**src/rtl/bsg_fpu_classify_pipe.sv**
```systemverilog
// Two-stage pipelined IEEE-754 classifier producing the RISC-V FCLASS one-hot
// result, with saturating per-class retirement counters for profiling.
module bsg_fpu_classify_pipe #(
  parameter int unsigned e_p           = 8,
  parameter int unsigned m_p           = 23,
  parameter int unsigned width_p       = 1 + e_p + m_p,
  parameter int unsigned count_width_p = 16
) (
  input  logic                          clk_i,
  input  logic                          reset_i,
  input  logic                          v_i,
  input  logic [width_p-1:0]            a_i,
  output logic                          ready_o,
  output logic                          v_o,
  output logic [width_p-1:0]            class_o,
  input  logic                          yumi_i,
  input  logic                          clear_i,
  output logic [10*count_width_p-1:0]   counts_o
);

  localparam int unsigned num_class_lp = 10;

  logic                     s0_v_q, s0_v_d;
  logic [width_p-1:0]       s0_a_q, s0_a_d;
  logic                     v_q, v_d;
  logic [num_class_lp-1:0]  class_q, class_d, class_dec;
  logic [count_width_p-1:0] cnt_q [num_class_lp];
  logic [count_width_p-1:0] cnt_d [num_class_lp];

  logic s1_adv, accept, retire;
  logic sign, exp_zero, exp_ones, man_zero, man_msb;

  assign s1_adv  = ~v_q | yumi_i;
  assign ready_o = ~s0_v_q | s1_adv;
  assign accept  = v_i & ready_o;
  assign retire  = v_q & yumi_i;

  assign sign     = s0_a_q[width_p-1];
  assign exp_zero = ~|s0_a_q[m_p +: e_p];
  assign exp_ones = &s0_a_q[m_p +: e_p];
  assign man_zero = ~|s0_a_q[m_p-1:0];
  assign man_msb  = s0_a_q[m_p-1];

  // Class decode of the stage-0 operand; NaN classes ignore the sign
  always_comb begin
    class_dec = '0;
    if (exp_ones) begin
      if (!man_zero) begin
        if (man_msb) class_dec[9] = 1'b1;
        else         class_dec[8] = 1'b1;
      end else if (sign) begin
        class_dec[0] = 1'b1;
      end else begin
        class_dec[7] = 1'b1;
      end
    end else if (exp_zero) begin
      if (man_zero) begin
        if (sign) class_dec[3] = 1'b1;
        else      class_dec[4] = 1'b1;
      end else if (sign) begin
        class_dec[2] = 1'b1;
      end else begin
        class_dec[5] = 1'b1;
      end
    end else if (sign) begin
      class_dec[1] = 1'b1;
    end else begin
      class_dec[6] = 1'b1;
    end
  end

  always_comb begin
    s0_v_d  = s0_v_q;
    s0_a_d  = s0_a_q;
    v_d     = v_q;
    class_d = class_q;
    if (s1_adv) begin
      v_d = s0_v_q;
      if (s0_v_q) class_d = class_dec;
    end
    if (accept) begin
      s0_v_d = 1'b1;
      s0_a_d = a_i;
    end else if (s0_v_q && s1_adv) begin
      s0_v_d = 1'b0;
    end
  end

  // Clear wins over a same-cycle retirement; counters stick at all-ones
  always_comb begin
    for (int k = 0; k < num_class_lp; k++) begin
      cnt_d[k] = cnt_q[k];
      if (clear_i) begin
        cnt_d[k] = '0;
      end else if (retire && class_q[k] && !(&cnt_q[k])) begin
        cnt_d[k] = cnt_q[k] + count_width_p'(1);
      end
    end
  end

  always_ff @(posedge clk_i or posedge reset_i) begin
    if (reset_i) begin
      s0_v_q  <= 1'b0;
      s0_a_q  <= '0;
      v_q     <= 1'b0;
      class_q <= '0;
      for (int k = 0; k < num_class_lp; k++) cnt_q[k] <= '0;
    end else begin
      s0_v_q  <= s0_v_d;
      s0_a_q  <= s0_a_d;
      v_q     <= v_d;
      class_q <= class_d;
      for (int k = 0; k < num_class_lp; k++) cnt_q[k] <= cnt_d[k];
    end
  end

  assign v_o     = v_q;
  assign class_o = width_p'(class_q);

  for (genvar k = 0; k < num_class_lp; k++) begin : g_counts
    assign counts_o[k*count_width_p +: count_width_p] = cnt_q[k];
  end

endmodule

```
**config.mk**
```make
export PLATFORM = sky130hd
export DESIGN_NAME = bsg_fpu_classify_pipe
export DESIGN_NICKNAME = d
export VERILOG_FILES = /design/src/rtl/bsg_fpu_classify_pipe.sv
export SDC_FILE = /design/constraint.sdc
export NUM_CORES = 1
export LEC_CHECK = 0
export BUFFER_PORTS_ARGS = -buffer_cell sky130_fd_sc_hd__clkbuf_2
export CORE_ASPECT_RATIO = 1.25
export CORE_MARGIN = 5
export CORE_UTILIZATION = 50
export CTS_BUF_LIST = sky130_fd_sc_hd__clkbuf_16
export CTS_CLUSTER_DIAMETER = 200
export CTS_CLUSTER_SIZE = 40
export DETAILED_ROUTE_END_ITERATION = 8
export PLACE_DENSITY = 0.87
export SYNTH_ARGS = -nofsm -noshare
export SYNTH_HDL_FRONTEND = slang
export SYNTH_SLANG_ARGS = --single-unit
```
**constraint.sdc**
```tcl
create_clock -name clk_i -period 5.7 [get_ports clk_i]
set_clock_uncertainty 0.05 [all_clocks]
set_input_delay 0.285 -clock clk_i [delete_from_list [all_inputs] [get_ports clk_i]]
set_output_delay 0.285 -clock clk_i [all_outputs]
set_load 0.01 [all_outputs]
```
==> results list <==
* Slew at the pin closest to its max-slew limit: 1340 ps
- Starting Density: 0.505
- Number of hold violations in the final report: 0
- Counting distinct cell types in the post-synthesis netlist gives 60.
- Layout overhead on the synthesized area: 16.9%
* Hold crit path type: in -> reg
- A synthesized cell averages 9.73 µm².
* Fill cell count: 1815
- Across all layers, the routed design uses 10100 vias.
* Final worst hold slack: 117 ps
- In this run the count of I/O pins placed on the die edge is 231.
* Series of cell instances along the critical path: ha_1, nand4_1, o41ai_2, o21ai_0, a21oi_1
* Crit path largest cell delay: 1120 ps
* Worst-case clock buffer depth: 3
- Of the cells placed in the final design, the portion with a size suffix greater than 1 is 0.218.
- Synthesized netlist cell count: approximately 1100
- Of all nets on the critical path, the largest fanout is 18.
* Number of placement rows: 60
- Of the total synthesized cell area, the portion taken by AND, OR, NAND and NOR gates is 0.255.
- Number of clock sinks seen by CTS: 204
- Share of cell area taken by muxes after synthesis: 0.0564
- TritonCTS built the clock tree.
* Final setup TNS: 0 ps
* Height of the die: 174 µm
- After floorplanning, the core was sized to cover ~21000 µm².
* Power density of the placed cells: 196 nW/µm²
- Maximum level of the CTS H-tree: 1
* Part of the Yosys area used for sequential elements: 0.472
- STA puts the critical path data arrival time at 3000 ps.
- The largest individual stage delay along the critical path comes from the cell o41ai_2.
- STA classifies the critical path startpoint as a flip-flop.
- Wires add up to 29800 µm.
- Rel. slew slack: 0.104
- The flow ran to the end, and the final reports show no timing, DRC or antenna violations.
* Vias in the first global route: approximately 9700
- Antenna Nets Post-Route: 0
- After global routing the overflow that remains totals 0.
* Synth Area in Compound Gates: 0.164
- Worst supply voltage drop on vdd: 234 µV
- Routed length per placed instance: 18.5 µm
- Cts bufs inserted: 9
- Class of the most critical setup path: reg -> reg
- Clock Latency Late Sink: roughly 480 ps
* Adder-cell share of the synthesized area: 0.0116
* Final Slew Violations: 0
- The root buffer cell chosen for the clock tree is clkbuf_16.
* Upper clock frequency limit: around 380 MHz
- For this run, the number of Yosys warnings is 0.
- Number of endpoints failing setup at the final stage: 0
- The pre-antenna-repair detailed-routing pass consisted of 5 iterations.
- Post-layout instance area: 12600 µm²
* RSZ-0062 raised after global routing: false
- Worst-case register-to-register setup slack: 3050 ps
- Hold endpoint: counts_o[156]
- Hpwl dp: slightly above 20000 µm
- In this run, synthesis inferred 0 flip-flops with an integrated enable.
* Final worst-path setup slack: 3050 ps
* Worst R2R Path Depth: 5
- The endpoint identified for the worst register-to-register timing path is counts_o[36].
- Antenna cells: 0
* Minimum period implied by the final worst setup slack: around 2700 ps
- Dpl ws: between 3000 and 4000 ps
* Flip-flop cell with the highest count after synthesis: dfrtp_1
- The top cell types in the final layout, fill and taps aside, are clkbuf_2 (207), dfrtp_1 (204), a21oi_1 (111).
- Dividing the final minimum period by the clock period gives 0.465.
- Combinational family with the most area after synthesis: simple AND/OR/NAND/NOR gates
- The detailed router finished its first iteration with 744 violations.
* Post-synthesis sequential element count: between 200 and 250
- Count of cells resized by post-cts repair: 0
- In this run the static leakage power is between 5 and 6 nW.
- The worst hold path was traced through 2 stages.
- The worst setup path is captured at a flip-flop.
* Post-layout nets: 1376
- Of the total synthesized cell area, the portion taken by XOR and XNOR cells is 0.00243.
* Data required time of the critical path: 6050 ps
* Maximum number of pins on one net before global-route repair: around 110
* FFs w/ async S/R, synth: 1.00
- Across the run, the number of max-cap violations was 0.
- After detailed routing, the number of vias per cell comes to 6.26.
- Horiz. Die Dim: 142 µm
- Number of antenna violations at the first check in global routing: 0
- In this run the most critical hold path is launched from clear_i.
- R2R Path Start: counts_o[32]
* DRC violations left: 0
- The library cell used most frequently in the layout, excluding fill and tap cells, is clkbuf_2.
- The count of buffers added on input and output ports is 208.
- Across every metal layer, demand over resource in global routing totals 0.235.
* Post-placement cell area: ~12000 µm²
- The congestion estimate from routability-driven global placement came to about 0.89.
- Die area: 24700 µm²
- Summing every instance area after synthesis gives ~11000 µm².
* Clk slew on worst S/H paths: roughly 150 ps
- The first global-routing pass estimated between 40000 and 50000 µm of wire.
per-layer routing:
metal	share of wire	global-route usage	up-vias
met1	0.40	0.296	4942
met3	0.061	0.0382	78
met4	0.040	0.0864	0
met5	0	0	-
li1	-	-	4719
met2	0.50	0.407	315
kinds of logic after synthesis:
| group | after synthesis |
|---|---|
| other cells | 1 |
| flops | 204 |
| xor+xnor | 3 |
| compound gates | 279 |
| simple gates | 475 |
| mux | 55 |
| buf+inv | 84 |
| fa+ha+maj | 10 |
metrics by stage:
stage	power [mW]	util	instances
5_1_grt	2.58	0.590	1607
4_1_cts	2.50	0.590	1607
6_report	2.48	0.590	1607
3_3_place_gp	1.71	0.563	1563
3_5_place_dp	1.72	0.563	1563
2_1_floorplan	1.67	-	1132
what timing repair did:
item / CTS / global route
hold buffers: 34 / 0
setup buffers: 0 / 0
setup endpoints to repair: 0 / 0
hold endpoints to repair: 56 / 0
registers in the layout (all words and copies together), names as in the netlist:
| register | cells |
|---|---|
| s0_a_q | 32 |
| counts_o | 160 |
| class_q | 10 |
| v_o | 1 |
| s0_v_q | 1 |
worst max-delay path, delay by kind of cell (launching register included):
family,cells,cell delay [ps]
AOI/OAI and AO/OA,3,1580
DFF,1,480
and+or+nand+nor,1,230
adders and majority gates,1,240
cell type report:
| class | count | area [µm²] | area share |
|---|---|---|---|
| well taps | 279 | 349 | 0.0276 |
| flip-flops and latches | 204 | 5100 | 0.404 |
| inverters | 18 | 71.3 | 0.00565 |
| clock buffers | 9 | 225 | 0.0178 |
| clock inverters | 1 | 30.0 | 0.00238 |
| multi-input cells | 844 | 5380 | 0.426 |
| repair buffers | 252 | 1470 | 0.116 |
where the power goes:
group	internal, mW	leakage, nW	switching (mW)	total, mW
registers	1.49	2.77	0.0372	1.52
logic	0.0773	2.36	0.115	0.193
clock network	0.298	0.122	0.464	0.762
synth_stat cells, types with 6 or more instances:
cell | number | area share
nor3_1 | 17 | 0.0079
o311ai_0 | 11 | 0.0089
a32o_1 | 6 | 0.0056
buf_2 | 10 | 0.0046
nor4_1 | 28 | 0.016
dfrtp_1 | 204 | 0.47
o21ai_0 | 51 | 0.024
nand3_1 | 69 | 0.032
and3_1 | 22 | 0.013
clkbuf_1 | 33 | 0.011
o41ai_1 | 18 | 0.015
nand4_1 | 55 | 0.032
ha_1 | 10 | 0.012
nand2_1 | 71 | 0.025
buf_4 | 22 | 0.015
or4_1 | 49 | 0.034
or3_1 | 52 | 0.030
a21oi_1 | 111 | 0.051
o31ai_1 | 51 | 0.035
nor2b_1 | 16 | 0.0093
and4_1 | 14 | 0.011
nor2_1 | 48 | 0.017
inv_1 | 18 | 0.0063
mux2_2 | 44 | 0.046
mux2i_1 | 8 | 0.0074
worst max-delay path by stage:
stage	start	end	slack [ps]
6_report	counts_o[32]	counts_o[36]	3050
5_1_grt	counts_o[32]	counts_o[36]	2710
4_1_cts	counts_o[32]	counts_o[36]	3020
3_5_place_dp	counts_o[32]	counts_o[33]	3120
2_1_floorplan	reset_i	class_q[0]	2720
3_3_place_gp	counts_o[32]	counts_o[35]	3220
(Power assumes the default switching activity.)
